===== config.mk =====
export PLATFORM = sky130hd
export DESIGN_NAME = i2c_e2prom_slave
export DESIGN_NICKNAME = d
export VERILOG_FILES = /design/src/rtl/i2c_e2prom_slave.sv
export SDC_FILE = /design/constraint.sdc
export NUM_CORES = 2
export LEC_CHECK = 0
export ABC_AREA = 1
export CAP_MARGIN = 5
export CORE_MARGIN = 1.5
export CORE_UTILIZATION = 55
export DETAILED_ROUTE_END_ITERATION = 6
export PLACE_DENSITY = 0.73
export SLEW_MARGIN = 20
export SYNTH_ARGS = -nofsm -noshare
export SYNTH_HDL_FRONTEND = slang
export SYNTH_SLANG_ARGS = --single-unit
export TNS_END_PERCENT = 50

===== constraint.sdc =====
create_clock -name clk -period 6.58 [get_ports clk]
set_input_delay 0.658 -clock clk [delete_from_list [all_inputs] [get_ports clk]]
set_output_delay 0.658 -clock clk [all_outputs]
set_load 0.05 [all_outputs]

===== src/rtl/i2c_e2prom_slave.sv =====
// I2C target emulating a 16-bit-word-address serial EEPROM backed by internal RAM.
// Optional write protect: define E2P_WP_EN to add the wp input (NACKs and drops data bytes).
module i2c_e2prom_slave #(
    parameter logic [6:0] SLAVE_ADDR = 7'b1010000,
    parameter int         MEM_AW     = 8,
    parameter int         FILT_LEN   = 3
) (
    input  logic              clk,
    input  logic              rst_n,
    input  logic              scl,
    input  logic              sda_in,
`ifdef E2P_WP_EN
    input  logic              wp,
`endif
    output logic              sda_oe,
    output logic              busy,
    output logic              wr_stb,
    output logic [MEM_AW-1:0] wr_addr,
    output logic [7:0]        wr_data
);

    localparam int           CW      = $clog2(FILT_LEN + 1);
    localparam logic [CW-1:0] CNT_MAX = CW'(FILT_LEN - 1);

    localparam logic [2:0] S_IDLE     = 3'd0;
    localparam logic [2:0] S_DEV_ADDR = 3'd1;
    localparam logic [2:0] S_ADDR_HI  = 3'd2;
    localparam logic [2:0] S_ADDR_LO  = 3'd3;
    localparam logic [2:0] S_WR_DATA  = 3'd4;
    localparam logic [2:0] S_RD_DATA  = 3'd5;
    localparam logic [2:0] S_RD_MACK  = 3'd6;

    logic [1:0]        r_scl_sync, r_sda_sync;
    logic [CW-1:0]     r_scl_cnt, r_sda_cnt;
    logic              r_scl_f, r_sda_f, r_scl_d, r_sda_d;
    logic [2:0]        r_state, r_next_state;
    logic [3:0]        r_bit_cnt;
    logic [7:0]        r_shift;
    logic [7:0]        r_addr_hi;
    logic [MEM_AW-1:0] r_ptr;
    logic              r_ack_go;
    logic              r_sda_oe, r_busy, r_wr_stb;
    logic [MEM_AW-1:0] r_wr_addr;
    logic [7:0]        r_wr_data;
    logic [7:0]        r_mem [0:(1<<MEM_AW)-1];

    logic              w_scl_rise, w_scl_fall, w_start, w_stop;
    logic              w_wp, w_mem_we, w_unused;
    logic [7:0]        w_byte, w_rd_byte;
    logic [15:0]       w_word_addr;

`ifdef E2P_WP_EN
    assign w_wp = wp;
`else
    assign w_wp = 1'b0;
`endif

    // A synchronized level is accepted only after it differs from the filtered one for FILT_LEN clocks.
    always_ff @(posedge clk or negedge rst_n) begin
        if (!rst_n) begin
            r_scl_sync <= 2'b11;
            r_sda_sync <= 2'b11;
            r_scl_cnt  <= '0;
            r_sda_cnt  <= '0;
            r_scl_f    <= 1'b1;
            r_sda_f    <= 1'b1;
            r_scl_d    <= 1'b1;
            r_sda_d    <= 1'b1;
        end else begin
            r_scl_sync <= {r_scl_sync[0], scl};
            r_sda_sync <= {r_sda_sync[0], sda_in};
            r_scl_d    <= r_scl_f;
            r_sda_d    <= r_sda_f;
            if (r_scl_sync[1] == r_scl_f) begin
                r_scl_cnt <= '0;
            end else if (r_scl_cnt == CNT_MAX) begin
                r_scl_f   <= r_scl_sync[1];
                r_scl_cnt <= '0;
            end else begin
                r_scl_cnt <= r_scl_cnt + CW'(1);
            end
            if (r_sda_sync[1] == r_sda_f) begin
                r_sda_cnt <= '0;
            end else if (r_sda_cnt == CNT_MAX) begin
                r_sda_f   <= r_sda_sync[1];
                r_sda_cnt <= '0;
            end else begin
                r_sda_cnt <= r_sda_cnt + CW'(1);
            end
        end
    end

    assign w_scl_rise  = r_scl_f & ~r_scl_d;
    assign w_scl_fall  = ~r_scl_f & r_scl_d;
    assign w_start     = r_scl_f & r_scl_d & r_sda_d & ~r_sda_f;
    assign w_stop      = r_scl_f & r_scl_d & ~r_sda_d & r_sda_f;
    assign w_byte      = {r_shift[6:0], r_sda_f};
    assign w_rd_byte   = r_mem[r_ptr];
    assign w_word_addr = {r_addr_hi, w_byte};
    assign w_mem_we    = (r_state == S_WR_DATA) && w_scl_rise && (r_bit_cnt == 4'd7) && !w_wp;
    assign w_unused    = ^{w_word_addr, r_shift[7]};

    always_ff @(posedge clk) begin
        if (w_mem_we) begin
            r_mem[r_ptr] <= w_byte;
        end
    end

    // bit_cnt: 0..7 data bits, 8 = waiting for the ACK-slot fall, 9 = inside the ACK slot.
    always_ff @(posedge clk or negedge rst_n) begin
        if (!rst_n) begin
            r_state      <= S_IDLE;
            r_next_state <= S_IDLE;
            r_bit_cnt    <= 4'd0;
            r_shift      <= 8'h00;
            r_addr_hi    <= 8'h00;
            r_ptr        <= '0;
            r_ack_go     <= 1'b0;
            r_sda_oe     <= 1'b0;
            r_busy       <= 1'b0;
            r_wr_stb     <= 1'b0;
            r_wr_addr    <= '0;
            r_wr_data    <= 8'h00;
        end else begin
            r_wr_stb <= 1'b0;
            if (w_start) begin
                r_state   <= S_DEV_ADDR;
                r_bit_cnt <= 4'd0;
                r_sda_oe  <= 1'b0;
                r_busy    <= 1'b0;
            end else if (w_stop) begin
                r_state   <= S_IDLE;
                r_bit_cnt <= 4'd0;
                r_sda_oe  <= 1'b0;
                r_busy    <= 1'b0;
            end else if (r_state != S_IDLE) begin
                if (w_scl_rise) begin
                    if (r_bit_cnt < 4'd8) begin
                        r_bit_cnt <= r_bit_cnt + 4'd1;
                        if (r_state != S_RD_DATA) begin
                            r_shift <= w_byte;
                        end
                        if (r_bit_cnt == 4'd7) begin
                            case (r_state)
                                S_DEV_ADDR: begin
                                    if (w_byte[7:1] == SLAVE_ADDR) begin
                                        r_ack_go     <= 1'b1;
                                        r_next_state <= w_byte[0] ? S_RD_DATA : S_ADDR_HI;
                                    end else begin
                                        r_ack_go <= 1'b0;
                                        r_state  <= S_IDLE;
                                    end
                                end
                                S_ADDR_HI: begin
                                    r_addr_hi    <= w_byte;
                                    r_ack_go     <= 1'b1;
                                    r_next_state <= S_ADDR_LO;
                                end
                                S_ADDR_LO: begin
                                    r_ptr        <= w_word_addr[MEM_AW-1:0];
                                    r_ack_go     <= 1'b1;
                                    r_next_state <= S_WR_DATA;
                                end
                                S_WR_DATA: begin
                                    r_ack_go     <= !w_wp;
                                    r_next_state <= S_WR_DATA;
                                    if (!w_wp) begin
                                        r_wr_stb  <= 1'b1;
                                        r_wr_addr <= r_ptr;
                                        r_wr_data <= w_byte;
                                        r_ptr     <= r_ptr + MEM_AW'(1);
                                    end
                                end
                                default: ;
                            endcase
                        end
                    end else if (r_bit_cnt == 4'd8) begin
                        r_bit_cnt <= 4'd9;
                        if (r_state == S_RD_MACK) begin
                            if (r_sda_f) begin
                                r_state <= S_IDLE;
                                r_busy  <= 1'b0;
                            end else begin
                                r_ptr <= r_ptr + MEM_AW'(1);
                            end
                        end
                    end
                end else if (w_scl_fall) begin
                    if (r_state == S_RD_DATA) begin
                        if (r_bit_cnt == 4'd8) begin
                            r_sda_oe <= 1'b0;
                            r_state  <= S_RD_MACK;
                        end else if (r_bit_cnt != 4'd0) begin
                            r_shift  <= {r_shift[6:0], 1'b0};
                            r_sda_oe <= ~r_shift[6];
                        end
                    end else if (r_state == S_RD_MACK) begin
                        if (r_bit_cnt == 4'd9) begin
                            r_state   <= S_RD_DATA;
                            r_bit_cnt <= 4'd0;
                            r_shift   <= w_rd_byte;
                            r_sda_oe  <= ~w_rd_byte[7];
                        end
                    end else if (r_bit_cnt == 4'd8) begin
                        r_sda_oe <= r_ack_go;
                        if (r_state == S_DEV_ADDR) begin
                            r_busy <= 1'b1;
                        end
                    end else if (r_bit_cnt == 4'd9) begin
                        r_bit_cnt <= 4'd0;
                        r_state   <= r_next_state;
                        if (r_next_state == S_RD_DATA) begin
                            r_shift  <= w_rd_byte;
                            r_sda_oe <= ~w_rd_byte[7];
                        end else begin
                            r_sda_oe <= 1'b0;
                        end
                    end
                end
            end
        end
    end

    assign sda_oe  = r_sda_oe;
    assign busy    = r_busy;
    assign wr_stb  = r_wr_stb;
    assign wr_addr = r_wr_addr;
    assign wr_data = r_wr_data;

endmodule


==> impl_metrics.env <==
export IMPL_setup_tns_final_ps=0
export IMPL_ys_warn_count=0
export IMPL_period_needed_ps=4640
export IMPL_io_pins=23
export IMPL_final_antenna_net_count=0
export IMPL_cts_setup_buffers=0
export IMPL_post_synth_top_count_cell="edfxtp_1"
export IMPL_place_gp_congestion=0.928
export IMPL_ir_worst_vdd_mv=0.370
export IMPL_cts_tree="done"
export IMPL_htreeDepth=4
export IMPL_synth_seq_area_share=0.744
export IMPL_cp_end_kind="flip-flop"
export IMPL_period_share=0.706
export IMPL_drt_initial_drc_count=9185
export IMPL_required_ps=7050
export IMPL_yosysUniqueCellTypes=42
export IMPL_drv_slew=0
export IMPL_p_leak_nw=31.5
export IMPL_fmax_ghz=0.215
export IMPL_startpoint_type="flip-flop"
export IMPL_synth_ff_latch_count=2105
export IMPL_synth_cells=6932
export IMPL_synth_area_per_cell_um2=12.2
export IMPL_clock_path_buffers=3
export IMPL_cts_sinks=2105
export IMPL_fin_nets=6801
export IMPL_netlist_area_um2=84600
export IMPL_status="completed"
export IMPL_io_buffers=22
export IMPL_drc=0
export IMPL_synth_top_area_share=0.727
export IMPL_dp_hpwl_mm=128
export IMPL_finalHoldViolations=0
export IMPL_async_flop_share=0.0271
export IMPL_wl_mm=234
export IMPL_cts_repair_resized=0
export IMPL_drt_wirelength_per_cell_um=26.1
export IMPL_power_per_cell_area_nw_per_um2=329
export IMPL_relSlewSlack=0.161
export IMPL_overflow=0
export IMPL_grt_max_degree=235
export IMPL_setup_viol_count_final=0
export IMPL_synth_nets=6946
export IMPL_path_clk_slew_ps=60
export IMPL_synth_ff_type="edfxtp_1"
export IMPL_synth_edf_count=2048
export IMPL_core_area_um2=152000
export IMPL_crit_arrival_ps=5120
export IMPL_cts_root_buf="clkbuf_16"
export IMPL_grt_pass1_vias=54431
export IMPL_start_util=0.555
export IMPL_ctsHoldBuffers=1
export IMPL_fp_dieH_um=395
export IMPL_tightest_slew_ps=1250
export IMPL_clkLatencyLatePin_ps=860
export IMPL_synth_top_area_cell="edfxtp_1"
export IMPL_place_area_um2=86200
export IMPL_synth_area_leaders="edfxtp_1, nor2_1, o21ai_0"
export IMPL_timing_max_cap_violations=0
export IMPL_firstDrtPassIters=6
export IMPL_synth_common_cells="edfxtp_1, nor2_1, nand2_1, o21ai_0, o22ai_1"
export IMPL_viasPerCell=6.29
export IMPL_rsz0062_at_grt="false"
export IMPL_drive_gt1_frac=0.0581
export IMPL_numCtsBuffers=197
export IMPL_num_vias=56507
export IMPL_clock_skew_ps=32.5
export IMPL_dieArea_um2=156000
export IMPL_antenna_found_initial=4
export IMPL_placementRows=143
export IMPL_die_x_um=395
export IMPL_final_area_um2=92500
export IMPL_grt_pass1_wl_mm=347
export IMPL_criticalPathCategory="flip-flop to flip-flop"
export IMPL_area_delta_synth_final_pct=9.38
export IMPL_crit_path_max_fanout=16
export IMPL_min_path_type="input pin to flip-flop"
export IMPL_grt_usage=0.297
[through the flow]
step	worst slack, ps	util	total power, mW	instances	hold slack (ps)
global route	1770	0.607	31.1	8983	205
global placement	2250	0.566	19.5	8617	354
CTS	2020	0.607	30.4	8983	182
finish	1940	0.607	30.5	8985	218
floorplan	1780	-	18.2	6932	345
detailed placement	2040	0.566	19.5	8617	348
[sequential cells by signal, indices dropped and copies added, names as in the netlist, 3 cells and up]
signal        flops
r_bit_cnt         4
r_mem          2048
r_next_state      3
r_ptr             8
r_shift           7
r_state           3
wr_addr           8
wr_data           8
[power breakdown]
part	switching [mW]	total, mW	internal [mW]
Sequential	0.443	16.9	16.5
Combinational	2.20	2.44	0.241
Clock	4.90	11.1	6.23
Total	7.54	30.5	22.9
[per-layer routing]
layer / routed length [µm] / GRT usage / share of wire
met1: 87500 / 0.409 / 0.37
met2: 106000 / 0.450 / 0.45
met3: 28600 / 0.0674 / 0.12
met4: 12000 / 0.146 / 0.051
met5: 28 / 0 / 0.00012
[final cells by class]
cell class | count | area, µm²
sequential | 2105 | 63000
fill | 11321 | 59800
multi-input combinational | 4207 | 19000
clock buffer | 254 | 5380
tap | 2030 | 2540
timing repair buffer | 99 | 1050
clock inverter | 111 | 888
inverter | 177 | 684
antenna | 2 | 5.00
[critical path, cell delays in order (launching register included)]
cell     delay [ps]
dfstp_2         580
ha_1            310
inv_1           180
nor3_1          220
inv_1            90
nor2_1          460
inv_1           250
nor2_1          420
nand2_2         780
nor2_1          940
[cells in the final DEF, fill, tap and decap left out, types with 5 or more instances in the layout]
| cell type | synthesis | routed |
|---|---|---|
| clkbuf_8 | 0 | 9 |
| dfrtp_1 | 49 | 40 |
| nor3_1 | 9 | 9 |
| a31oi_1 | 10 | 10 |
| nor2_2 | 0 | 5 |
| inv_1 | 170 | 170 |
| clkinv_2 | 0 | 41 |
| nand2_1 | 1043 | 1033 |
| dfrtp_4 | 0 | 9 |
| a21oi_1 | 47 | 47 |
| dfstp_2 | 8 | 7 |
| o211ai_1 | 6 | 6 |
| ha_1 | 10 | 10 |
| buf_4 | 21 | 56 |
| a22o_1 | 39 | 39 |
| nand4_1 | 42 | 42 |
| clkbuf_16 | 0 | 204 |
| buf_12 | 0 | 20 |
| clkdlybuf4s50_1 | 0 | 21 |
| edfxtp_1 | 2048 | 2048 |
| nor2_1 | 1404 | 1396 |
| nand3_1 | 67 | 64 |
| o21ai_1 | 151 | 151 |
| inv_6 | 0 | 6 |
| clkinv_1 | 3 | 45 |
| nand2_2 | 0 | 8 |
| o22ai_1 | 387 | 387 |
| clkinvlp_4 | 0 | 7 |
| clkbuf_1 | 229 | 41 |
| o21ai_0 | 963 | 963 |
| bufinv_16 | 0 | 12 |
[path summary, 6_finish.rpt]
path | from | to | slack [ps] | cells after the start
max | r_scl_f$_DFFE_PN1P_ | r_mem[32][6]$_DFFE_PP_ | 1940 | 9
min | scl | r_scl_sync[0]$_DFF_PN1_ | 220 | 1
max reg2reg | r_scl_f$_DFFE_PN1P_ | r_mem[32][6]$_DFFE_PP_ | 1940 | 9
min reg2reg | r_sda_sync[0]$_DFF_PN1_ | r_sda_sync[1]$_DFF_PN1_ | 360 | 0
max in group asynchronous | rst_n | r_shift[5]$_DFFE_PN0P_ | 5490 | 3
min in group asynchronous | rst_n | wr_stb$_DFF_PN0_ | 500 | 3
[kinds of logic after synthesis]
group,count (synthesis),synth area share
flops,2105,0.744
simple gates,2570,0.117
buf+inv,620,0.0324
xor+xnor,4,0.000414
compound gates,1623,0.105
fa+ha+maj,10,0.00148
(Power assumes the default switching activity.)
